File: src/rtl/fir_tx_serializer_if.sv
// FIR result / UART byte handshake bundle for fir_tx_serializer.
// slave is the serializer side, master the FIR + transmitter side.
interface fir_tx_if #(
  parameter int OUT_W = 38,
  parameter int DEPTH = 4
);
  localparam int LW = $clog2(DEPTH) + 1;

  logic             out_valid;
  logic [OUT_W-1:0] fir_out;
  logic             tx_busy;
  logic             tx_start;
  logic [7:0]       tx_data;
  logic [LW-1:0]    fifo_level;
  logic             overflow;

  modport master (
    output out_valid, fir_out, tx_busy,
    input  tx_start, tx_data, fifo_level, overflow
  );

  modport slave (
    input  out_valid, fir_out, tx_busy,
    output tx_start, tx_data, fifo_level, overflow
  );
endinterface

File: src/rtl/fir_tx_serializer.sv
// Scales FIR results to 16 bits, queues them and sends each one
// to the UART transmitter as two bytes, low byte first.
module fir_tx_serializer #(
  parameter int OUT_W = 38,
  parameter int SHIFT = 8,
  parameter int DEPTH = 4,
  parameter int SAT   = 1
) (
  input logic   clk,
  input logic   rst_n,
  fir_tx_if.slave bus
);
  localparam int AW = $clog2(DEPTH);
  localparam int LW = AW + 1;

  localparam logic [2:0] IDLE     = 3'd0;
  localparam logic [2:0] START_LO = 3'd1;
  localparam logic [2:0] HOLD_LO  = 3'd2;
  localparam logic [2:0] WAIT_LO  = 3'd3;
  localparam logic [2:0] START_HI = 3'd4;
  localparam logic [2:0] HOLD_HI  = 3'd5;
  localparam logic [2:0] WAIT_HI  = 3'd6;

  logic signed [OUT_W-1:0] s;
  logic [15:0] din;
  logic        hi_clip;
  logic        lo_clip;

  assign s = $signed(bus.fir_out) >>> SHIFT;

  // Out of range when bits above 15 are not all copies of the sign
  assign hi_clip = !s[OUT_W-1] && (|s[OUT_W-2:15]);
  assign lo_clip = s[OUT_W-1] && !(&s[OUT_W-2:15]);

  always_comb begin
    din = s[15:0];
    if (SAT != 0) begin
      if (hi_clip)
        din = 16'h7fff;
      else if (lo_clip)
        din = 16'h8000;
    end
  end

  logic [15:0]   mem [DEPTH];
  logic [AW-1:0] wptr;
  logic [AW-1:0] rptr;
  logic [LW-1:0] level;
  logic          ovf;
  logic          full;
  logic          push;
  logic          pop;

  logic [2:0] state;
  logic [7:0] sample_hi;
  logic [7:0] data_q;

  assign full = level == LW'(DEPTH);
  assign push = bus.out_valid && !full;
  assign pop  = (state == IDLE) && (level != '0);

  always_ff @(posedge clk or negedge rst_n) begin
    if (!rst_n) begin
      for (int i = 0; i < DEPTH; i++)
        mem[i] <= '0;
    end else if (push) begin
      mem[wptr] <= din;
    end
  end

  // Fullness uses the registered level, so a pop never frees room
  // for a push on the same edge.
  always_ff @(posedge clk or negedge rst_n) begin
    if (!rst_n) begin
      wptr  <= '0;
      rptr  <= '0;
      level <= '0;
      ovf   <= 1'b0;
    end else begin
      if (push)
        wptr <= wptr + 1'b1;
      if (pop)
        rptr <= rptr + 1'b1;
      level <= level + LW'(push) - LW'(pop);
      if (bus.out_valid && full)
        ovf <= 1'b1;
    end
  end

  always_ff @(posedge clk or negedge rst_n) begin
    if (!rst_n) begin
      state     <= IDLE;
      sample_hi <= '0;
      data_q    <= '0;
    end else begin
      case (state)
        IDLE: begin
          if (pop) begin
            sample_hi <= mem[rptr][15:8];
            data_q    <= mem[rptr][7:0];
            state     <= START_LO;
          end
        end
        START_LO: begin
          if (!bus.tx_busy)
            state <= HOLD_LO;
        end
        HOLD_LO:
          state <= WAIT_LO;
        WAIT_LO: begin
          if (!bus.tx_busy) begin
            data_q <= sample_hi;
            state  <= START_HI;
          end
        end
        START_HI: begin
          if (!bus.tx_busy)
            state <= HOLD_HI;
        end
        HOLD_HI:
          state <= WAIT_HI;
        WAIT_HI: begin
          if (!bus.tx_busy)
            state <= IDLE;
        end
        default:
          state <= IDLE;
      endcase
    end
  end

  assign bus.tx_start   = ((state == START_LO) || (state == START_HI))
                          && !bus.tx_busy;
  assign bus.tx_data    = data_q;
  assign bus.fifo_level = level;
  assign bus.overflow   = ovf;
endmodule
File: src/flat_wrapper.sv
// flat-port wrapper written by rule: the top's interface ports become plain ports
module fir_tx_serializer_flat 
#(
  parameter int OUT_W = 38,
  parameter int SHIFT = 8,
  parameter int DEPTH = 4,
  parameter int SAT   = 1
)
  (clk, rst_n, bus_out_valid, bus_fir_out, bus_tx_busy, bus_tx_start, bus_tx_data, bus_fifo_level, bus_overflow);
  fir_tx_if #(.OUT_W(OUT_W), .DEPTH(DEPTH)) bus_i ();
  input logic clk;
  input logic rst_n;
  input wire logic [$bits(bus_i.out_valid)-1:0] bus_out_valid;
  input wire logic [$bits(bus_i.fir_out)-1:0] bus_fir_out;
  input wire logic [$bits(bus_i.tx_busy)-1:0] bus_tx_busy;
  output wire logic [$bits(bus_i.tx_start)-1:0] bus_tx_start;
  output wire logic [$bits(bus_i.tx_data)-1:0] bus_tx_data;
  output wire logic [$bits(bus_i.fifo_level)-1:0] bus_fifo_level;
  output wire logic [$bits(bus_i.overflow)-1:0] bus_overflow;
  assign bus_i.out_valid = bus_out_valid;
  assign bus_i.fir_out = bus_fir_out;
  assign bus_i.tx_busy = bus_tx_busy;
  assign bus_tx_start = bus_i.tx_start;
  assign bus_tx_data = bus_i.tx_data;
  assign bus_fifo_level = bus_i.fifo_level;
  assign bus_overflow = bus_i.overflow;
  fir_tx_serializer #(.OUT_W(OUT_W), .SHIFT(SHIFT), .DEPTH(DEPTH), .SAT(SAT)) u_core (.clk(clk), .rst_n(rst_n), .bus(bus_i));
endmodule
File: config.mk
export PLATFORM = sky130hd
export DESIGN_NAME = fir_tx_serializer_flat
export DESIGN_NICKNAME = d
export VERILOG_FILES = /design/src/rtl/fir_tx_serializer_if.sv /design/src/rtl/fir_tx_serializer.sv /design/src/flat_wrapper.sv
export SDC_FILE = /design/constraint.sdc
export NUM_CORES = 1
export LEC_CHECK = 0
export ABC_CLOCK_PERIOD_IN_PS = 3100
export BUFFER_PORTS_ARGS = -buffer_cell sky130_fd_sc_hd__buf_2
export CORE_ASPECT_RATIO = 2
export CORE_MARGIN = 3
export CORE_UTILIZATION = 43
export CTS_CLUSTER_DIAMETER = 100
export DETAILED_ROUTE_END_ITERATION = 8
export SLEW_MARGIN = 10
export SYNTH_ARGS = -nofsm -noshare
export SYNTH_HDL_FRONTEND = slang
export SYNTH_SLANG_ARGS = --single-unit
File: constraint.sdc
create_clock -name clk -period 3.1 [get_ports clk]
set_input_delay 0.31 -clock clk [delete_from_list [all_inputs] [get_ports clk]]
set_output_delay 0.31 -clock clk [all_outputs]
set_load 0.02 [all_outputs]
==> After elaboration in Yosys (flattened, before gate mapping) <==
Index checks and enable logic that the tools add are counted.
{ "classes": {"n_bitwise": 2, "shift": 0, "div": 0, "n_addsub": 4, "n_mux": 17, "mul": 0, "order_cmp": 3, "n_eq_ne": 12, "n_reduce_logical": 20} }
{ "op_table": {"columns": ["cell", "count"], "rows": [
  ["16-bit 2-to-1 mux", 5],
  ["64-bit bitwise mux", 1],
  ["16-bit binary-select mux with 2-bit select", 1],
  ["16-bit demux with 2-bit select", 1],
  ["3-bit one-hot mux with 7 select lines", 1],
  ["8-bit 2-to-1 mux", 2],
  ["8-bit one-hot mux with 2 select lines", 1],
  ["3-bit 2-to-1 mux", 5],
  ["15-bit AND reduction", 1],
  ["15-bit OR reduction", 1],
  ["3-bit equality test (second input constant)", 4],
  ["2-bit != test (second input constant)", 4],
  ["1-bit logical AND", 7],
  ["3-bit by 2-bit equality test with 1-bit output (second input constant)", 2],
  ["3-bit greater-or-equal comparator (second input constant)", 2],
  ["2-bit NOT with 3-bit output", 2],
  ["5-bit AND reduction", 1],
  ["2-bit by 1-bit adder with 2-bit output (second input constant)", 2],
  ["1-bit zero test", 4],
  ["3-bit by 1-bit adder with 3-bit output", 1],
  ["3-bit by 1-bit equality test with 1-bit output (second input constant)", 1],
  ["3-bit zero test", 1],
  ["3-bit by 1-bit less-than comparator with 1-bit output (second input constant)", 1],
  ["3-bit AND reduction", 1],
  ["other kinds (6)", 6]
]} }
{ "word_totals": {"elab_cells": 69, "romBits": 0, "ram_bits": 0, "out_inout_bits": 13, "inputBits": 42, "mem_count": 0, "ff_bits": 91, "latchBits": 0} }

==> Longest topological paths before layout <==
Gate-level depths: netlist of run 1.
{ "depth": {"ltp_word": 6, "mapped_depth": 10, "mapped_depth_nobuf": 9} }

==> Worst setup path after synthesis of run 1 <==
No wires, ideal clock.
{ "synth_path": {"path_type": "flip-flop to flip-flop", "startpoint": "register u_core.level[1] (netlist: u_core.bus.fifo_level[1])", "endpoint": "register u_core.level[2] (netlist: u_core.bus.fifo_level[2])", "setup_time_ns": 0.131, "arrival_ns": 2.343, "t_required_ns": 2.969, "path_stages_with_launch": 10, "path_slack_ns": 0.626, "path_buffers": 0, "synth_period_minus_slack_ns": 2.474, "cell_sequence": "dfrtp_1 or3_1 nand2_2 inv_1 ha_1 inv_1 ha_1 fa_1 xor2_1 xnor2_1"} }
{ "synth_between": {"elab_cells_between_ends": 7, "cone_classes": "2 x add/sub; 1 x eq/ne; 4 x reduce/logical"} }
{ "synth_rtl": {"columns": ["element", "line_no", "rtl"], "rows": [
  ["from (decl)", "fir_tx_serializer.sv:48", "logic [LW-1:0] level;"],
  ["from (signal assigned)", "fir_tx_serializer.sv:84", "level <= level + LW'(push) - LW'(pop);"],
  ["3-bit nonzero test", "fir_tx_serializer.sv:60", "assign pop = (state == IDLE) && (level != '0);"],
  ["1-bit logical AND", "fir_tx_serializer.sv:60", null],
  ["via u_core.pop", "fir_tx_serializer.sv:52", "logic pop;"],
  ["3-bit by 1-bit subtractor with 3-bit output", "fir_tx_serializer.sv:84", null]
]} }
The timed path passes the listed nets, and every way through them passes these cells.
A chain may end at the register's enable or synchronous reset.

==> Worst setup path after layout of run 1 <==
Same ends and word-level chain as after synthesis.

==> results of run 1 <==
through the flow:
step                      instances  hold WS [ps]  instance area [sq um]  util (%)  worst slack, ps
after floorplan                 431          14.4                   4780         -              626
after global placement          576           347                   5080      47.6              558
after detailed placement        576           353                   5080      47.6              500
after CTS                       593           265                   5420      50.7              478
after global routing            593           278                   5420      50.7              349
final                           593           275                   5420      50.7              514
per-layer routing:
| layer | part of all wire, % | global-route usage, % | vias to the layer above |
|---|---|---|---|
| li1 | - | - | 1710 |
| met1 | 37 | 29.6 | 1938 |
| met2 | 53 | 39.6 | 185 |
| met3 | 6.9 | 2.90 | 27 |
| met4 | 2.8 | 11.3 | 0 |
| met5 | 0 | 0 | - |
flip-flops by register name (all words and copies together), names as in the netlist:
signal / count
u_core.sample_hi: 8
u_core.mem: 64
u_core.bus.overflow: 1
u_core.rptr: 2
u_core.bus.fifo_level: 3
u_core.bus.tx_data: 8
u_core.state: 3
u_core.wptr: 2
layout by cell type, fill, tap and decap left out, types with 2 or more instances in the layout:
master / Yosys / layout
nand2_1: 7 / 7
nor4_1: 3 / 3
buf_4: 2 / 13
mux2_2: 29 / 29
nand3_1: 61 / 61
nand2_2: 4 / 4
inv_1: 9 / 9
o21ai_1: 8 / 8
a21o_1: 2 / 2
xnor2_1: 5 / 5
mux4_2: 16 / 16
clkbuf_16: 0 / 9
nand4_1: 3 / 3
buf_2: 13 / 45
and2_1: 4 / 4
bufinv_16: 0 / 2
o21ai_0: 54 / 54
dfrtp_1: 91 / 91
ha_1: 6 / 6
clkinv_4: 0 / 2
clkinvlp_4: 0 / 2
o221ai_1: 60 / 60
nor3_1: 2 / 2
worst max-delay path by stage:
| stage | start | end | depth (start not counted) | slack (ps) |
|---|---|---|---|---|
| after floorplan | u_core.bus.fifo_level[1] | u_core.bus.fifo_level[2] | 9 | 630 |
| after detailed placement | u_core.bus.fifo_level[1] | u_core.bus.fifo_level[2] | 9 | 500 |
| after global routing | u_core.bus.fifo_level[1] | u_core.bus.fifo_level[2] | 9 | 350 |
| after global placement | u_core.bus.fifo_level[1] | u_core.bus.fifo_level[2] | 9 | 560 |
| after CTS | u_core.bus.fifo_level[1] | u_core.bus.fifo_level[2] | 9 | 480 |
| final | u_core.bus.fifo_level[1] | u_core.bus.fifo_level[2] | 9 | 510 |
kinds of logic (layout without fill, tap and decap cells):
logic type,count (synthesis),count (layout),synth area share (%)
AOI/OAI and AO/OA,129,129,18.9
xor gates and xnor gates,6,6,1.10
adders and majority gates,8,8,2.20
buffers and inverters,60,85,5.39
DFF,91,91,47.6
muxes,46,46,14.6
and+or+nand+nor,91,91,10.2
worst max-delay path: stages, from the launching register on:
cell and delay (ps):
dfrtp_1 470, or3_1 470, nand2_2 250, inv_1 80
ha_1 270, inv_1 40, ha_1 190, fa_1 390
xor2_1 190, xnor2_1 140
cells in the mapped netlist (6+ instances only):
cell type / n
dfrtp_1: 91
inv_1: 9
buf_2: 13
mux2_2: 29
nand3_1: 61
mux4_2: 16
o21ai_0: 54
o221ai_1: 60
nand2_1: 7
o21ai_1: 8
ha_1: 6
clkbuf_1: 29
layout make-up:
class | instances | area, sq um
multi-input combinational | 280 | 2260
sequential | 91 | 2280
timing repair buffer | 60 | 353
tap | 137 | 171
clock buffer | 9 | 225
inverter | 9 | 33.8
clock inverter | 7 | 101
fill | 976 | 5260
power groups by stage:
stage	Clock (mW)	Sequential (mW)	Combinational [mW]
floorplan	0	2.12	2.03
global placement	0	2.18	2.69
detailed placement	0	2.21	2.75
CTS	1.21	2.18	2.78
global route	1.26	2.27	3.04
finish	1.20	2.19	2.76
==> summary.md, run 1 <==
| Metric | Value |
|---|---|
| Final Hold Fails | `0` |
| Worst Hold End | `u_core.state[0]` |
| Syn Nets | `480` |
| Max Freq | `0.387 GHz` |
| Row count | `53` |
| CTS tree | `built` |
| 1st-iter DRT viols | `302` |
| Async S/R FF share, synth | `100%` |
| Slew HR | `21.1%` |
| Tot Pwr | `6.14 mW` |
| Final period util | `83.4%` |
| Critical Path AT | `2810 ps` |
| Logic pwr share | `44.9%` |
| Clock sink count | `91` |
| Startpoint type of the worst setup path | `register` |
| Layout area overhead | `13.3%` |
| Mapped Cells | `431` |
| Top_reg_cell synth | `dfrtp_1` |
| Synthesized cell area | `4780 sq um` |
| DRT Wirelength | `13.7 mm` |
| Synthesis-stage register bit count | `91` |
| Chip width | `80.6 microns` |
| Leading area contributor after synthesis | `dfrtp_1` |
| P_sw | `2.34 mW` |
| PD cells | `1130 nW/um^2` |
| Initial core utilization | `44.8%` |
| Max VDD drop | `0.396 mV` |
| First-pass GRT wire length | `22.3 mm` |
| Post-CTS setup buffer count | `0` |
| Worst R2R Setup Slack | `510 ps` |
| Int Pwr | `3.80 mW` |
| Die ar. | `12500 sq um` |
| Die height | `155 microns` |
| Status | `completed` |
| Tightest Pin Transition | `1180 ps` |
| YS warnings | `0` |
| Antenna viol nets, final | `0` |
| Vias in the first global route | `4023` |
| Core Region | `10700 sq um` |
| Critical path capture point type | `register` |
| ANT cells | `0` |
| Distinct cell type count after synthesis | `39` |
| Gr ovfl total | `0` |
| Initial antenna violation count | `0` |
| GR Util All Layers | `23.6%` |
| Worst skew pair latency | `350 ps` |
| Hold Path Depth | `3` |
| Avg Cell Area, Syn | `11.1 sq um` |
| Crit path kind | `register to register` |
| Leak | `2.15 nW` |
| I/O Buffers | `46` |
| Max Slew Vio Count | `0` |
| Hold buffers post-CTS | `1` |
| Unrepaired setup endpoints after global routing | `no` |
| Via count | `3860` |
| Sequential share of power | `35.6%` |
| Post-route DRC | `0` |
| Worst-path clk slew | `70 ps` |
| Share of the synthesized area in the top cell type | `47.6%` |
| Hold Startpoint | `bus_tx_busy` |
| Initial DRT Pass Iterations | `4` |
| Largest net degree at the start of global routing | `62` |
| Clock power share | `19.5%` |
| Terminus of the critical flop-to-flop path | `u_core.bus.fifo_level[2]` |
| Wirelength per Cell | `23.1 microns` |
| Post-CTS Resized | `0` |
| Top post-synthesis cells by area | `dfrtp_1 (48%), o221ai_1 (11%), mux4_2 (7.5%), mux2_2 (6.8%), nand3_1 (6.4%)` |
| I/O pin count | `55` |
| Required @ worst endpoint | `3330 ps` |
| Hold Path Class | `input port to register` |
| Final min period | `2590 ps` |
| Hpwl dp | `8.44 mm` |
| H-tree Lvls | `3` |
| Setup Skew | `8.47 ps` |
| Post-synth EDFFs | `0` |
| Max Cap Viol | `0` |
| Final setup TNS | `0 ps` |
| Vias/cell | `6.51` |
| Switching Share | `38.1%` |
| CTS max path bufs | `2` |
| Setup violations, final | `0` |
| Clk root buf | `clkbuf_16` |
| R2R cell count | `9` |
| Share of cells above drive strength 1 | `28.5%` |
| FF-to-FF Start | `u_core.bus.fifo_level[1]` |
| Seq/Total Area, Yosys | `47.6%` |
| Nets | `500` |
| Inserted Clock Buffers | `9` |
| Crit Path Max Fanout | `10` |
| Placer Congestion | `0.796` |
(Power assumes the default switching activity.)
==> run 2: changes to the inputs <==
ABC_CLOCK_PERIOD_IN_PS = 2130   (was 3100)
clock period = 2.13 ns   (was 3.1 ns; I/O delays follow)
==> summary.md, run 2 (synthesis results as in run 1) <==
| Metric | Value |
|---|---|
| Share of cells above drive strength 1 | `33.5% (+5.0 points)` |
| Tot Pwr | `9.30 mW (+51%)` |
| Most common cell after layout, fill and taps aside | `dfrtp_1` |
| Logic pwr share | `49.3% (+4.4 points)` |
| Required @ worst endpoint | `2360 ps (-970 ps)` |
| Nets | `522 (+4.4%)` |
| Worst R2R Setup Slack | `50 ps (-470 ps)` |
| Initial core utilization | `44.8% (unchanged)` |
| Placer Congestion | `0.835 (+4.9%)` |
| Most frequent cells in the layout | `dfrtp_1 (89), nand3_1 (61), o221ai_1 (60)` |
| Max Cap Viol | `0 (unchanged)` |
| First-pass GRT wire length | `21.9 mm (-1.8%)` |
| Vias in the first global route | `4046 (+0.57%)` |
| Core Region | `10700 sq um (unchanged)` |
| PD cells | `1620 nW/um^2 (+43%)` |
| Crit path kind | `register to register` |
| Placed Cells incl. Taps | `598 (+3.8%)` |
| Tightest Pin Transition | `671 ps (-512 ps)` |
| Chip width | `80.6 microns (unchanged)` |
| Post-layout util | `53.7% (+2.9 points)` |
| Unrepaired setup endpoints after global routing | `no` |
| Vias/cell | `6.46 (-0.80%)` |
| Via count | `3971 (+2.9%)` |
| Antenna viol nets, final | `0 (unchanged)` |
| 1st-iter DRT viols | `277 (-8.3%)` |
| Largest net degree at the start of global routing | `65 (+4.8%)` |
| Final period util | `97.9% (+14 points)` |
| Post-route DRC | `0 (unchanged)` |
| CTS max path bufs | `2 (unchanged)` |
| Status | `completed` |
| CTS tree | `built` |
| Hold Startpoint | `bus_tx_busy` |
| Setup violations, final | `0 (unchanged)` |
| Die height | `155 microns (unchanged)` |
| Terminus of the critical flop-to-flop path | `u_core.bus.fifo_level[2]` |
| Final Hold Fails | `0 (unchanged)` |
| Gr ovfl total | `0 (unchanged)` |
| Crit Path Max Fanout | `2 (-8)` |
| Clk root buf | `clkbuf_16` |
| Layout area overhead | `19.8%` |
| GR Util All Layers | `23.2% (-0.31 points)` |
| Fillers | `953 (-2.4%)` |
| Hold Path Class | `input port to register` |
| Worst skew pair latency | `350 ps (about the same)` |
| Clock sink count | `91 (unchanged)` |
| Layout Cells excl Fill | `615 (+3.7%)` |
| Clock power share | `17.4% (-2.1 points)` |
| Final setup TNS | `0 ps (unchanged)` |
| Critical Path AT | `2310 ps (-500 ps)` |
| DRT Wirelength | `13.8 mm (+0.96%)` |
| Critical Path Start | `u_core.bus.fifo_level[1]` |
| Slew HR | `55.2% (+34 points)` |
| FF-to-FF Start | `u_core.bus.fifo_level[1]` |
| Critical path capture point type | `register` |
| Wirelength per Cell | `22.5 microns (-2.6%)` |
| Max VDD drop | `0.735 mV (+86%)` |
| Startpoint type of the worst setup path | `register` |
| Hpwl dp | `8.96 mm (+6.1%)` |
| Leak | `2.29 nW (+6.5%)` |
| Largest register FFs | `64 (unchanged)` |
| Setup Skew | `7.60 ps (-0.873 ps)` |
| Switching Share | `37.7% (-0.45 points)` |
| Max Slew Vio Count | `0 (unchanged)` |
| Initial antenna violation count | `0 (unchanged)` |
| ANT cells | `0 (unchanged)` |
| I/O Buffers | `46 (unchanged)` |
| P_sw | `3.50 mW (+50%)` |
| Top reg by flops | `u_core.mem` |
| Initial DRT Pass Iterations | `6 (+2)` |
| H-tree Lvls | `3 (unchanged)` |
| Max Freq | `0.480 GHz (+24%)` |
| Int Pwr | `5.80 mW (+52%)` |
| Final min period | `2080 ps (-501 ps)` |
| Sequential share of power | `33.3% (-2.3 points)` |
| Crit path capture | `u_core.bus.fifo_level[2]` |
| Worst-path clk slew | `60 ps (about the same)` |
| I/O pin count | `55 (unchanged)` |
| R2R cell count | `9 (unchanged)` |
| Row count | `53 (unchanged)` |
| Die ar. | `12500 sq um (unchanged)` |
| Fin Hold WS | `182 ps (-92.6 ps)` |
| Inserted Clock Buffers | `9 (unchanged)` |
-- run 2: worst min-delay path by stage --
stage / end / slack (ps) / depth (start not counted)
floorplan: u_core.bus.fifo_level[0] / -80 / 0
global placement: u_core.bus.fifo_level[2] / 200 / 1
detailed placement: u_core.bus.fifo_level[1] / 200 / 1
CTS: u_core.state[0] / 180 / 3
global route: u_core.state[0] / 190 / 3
finish: u_core.state[0] / 180 / 3
-- run 2: critical path, stage by stage (launching register included) --
cell     delay, ps
dfrtp_2        400
or3_4          430
nand2_8         80
inv_4           30
ha_4           250
inv_2           30
ha_4           140
fa_2           330
xor2_1         160
xnor2_1        120
-- run 2: layer usage --
layer	global-route usage [%]	up-vias	part of all wire, %
li1	-	1754	-
met5	0	-	0
met1	29.1	1996	37
met3	4.58	25	7.5
met4	8.38	0	2.6
met2	39.4	196	53
-- run 2: cell type report --
cell class | instances | area, sq um | share of cell area (%)
multi-input cells | 280 | 2300 | 40.2
flip-flops and latches | 91 | 2280 | 39.8
repair buffers | 82 | 634 | 11.1
clock buffers | 10 | 239 | 4.17
well taps | 137 | 171 | 2.99
clock inverters | 6 | 63.8 | 1.11
inverters | 9 | 36.3 | 0.633
-- run 2: repair_timing --
| item | 4_1_cts | 5_1_grt |
|---|---|---|
| setup endpoints to repair | 1 | 17 |
| resized for setup | 0 | 2 |
| hold endpoints to repair | 31 | 0 |
| pin swaps | 2 | 2 |
| hold buffers | 1 | 0 |
| buffers inserted | 0 | 0 |
-- run 2: metrics by stage --
| stage | worst slack [ps] | cell area (sq um) |
|---|---|---|
| finish | 45.4 | 5730 |
| global route | 15.6 | 5730 |
| CTS | 13.9 | 5720 |
| detailed placement | -1.13 | 5410 |
| global placement | 26.8 | 5410 |
| floorplan | -132 | 4830 |
-- run 2: power groups by stage --
| stage | clock network, mW | logic [mW] | registers, mW |
|---|---|---|---|
| after floorplan | 0 | 3.05 | 3.09 |
| after global placement | 0 | 4.47 | 3.05 |
| after detailed placement | 0 | 4.58 | 3.11 |
| after CTS | 1.65 | 4.61 | 3.09 |
| after global routing | 1.72 | 4.98 | 3.18 |
| final | 1.62 | 4.58 | 3.10 |
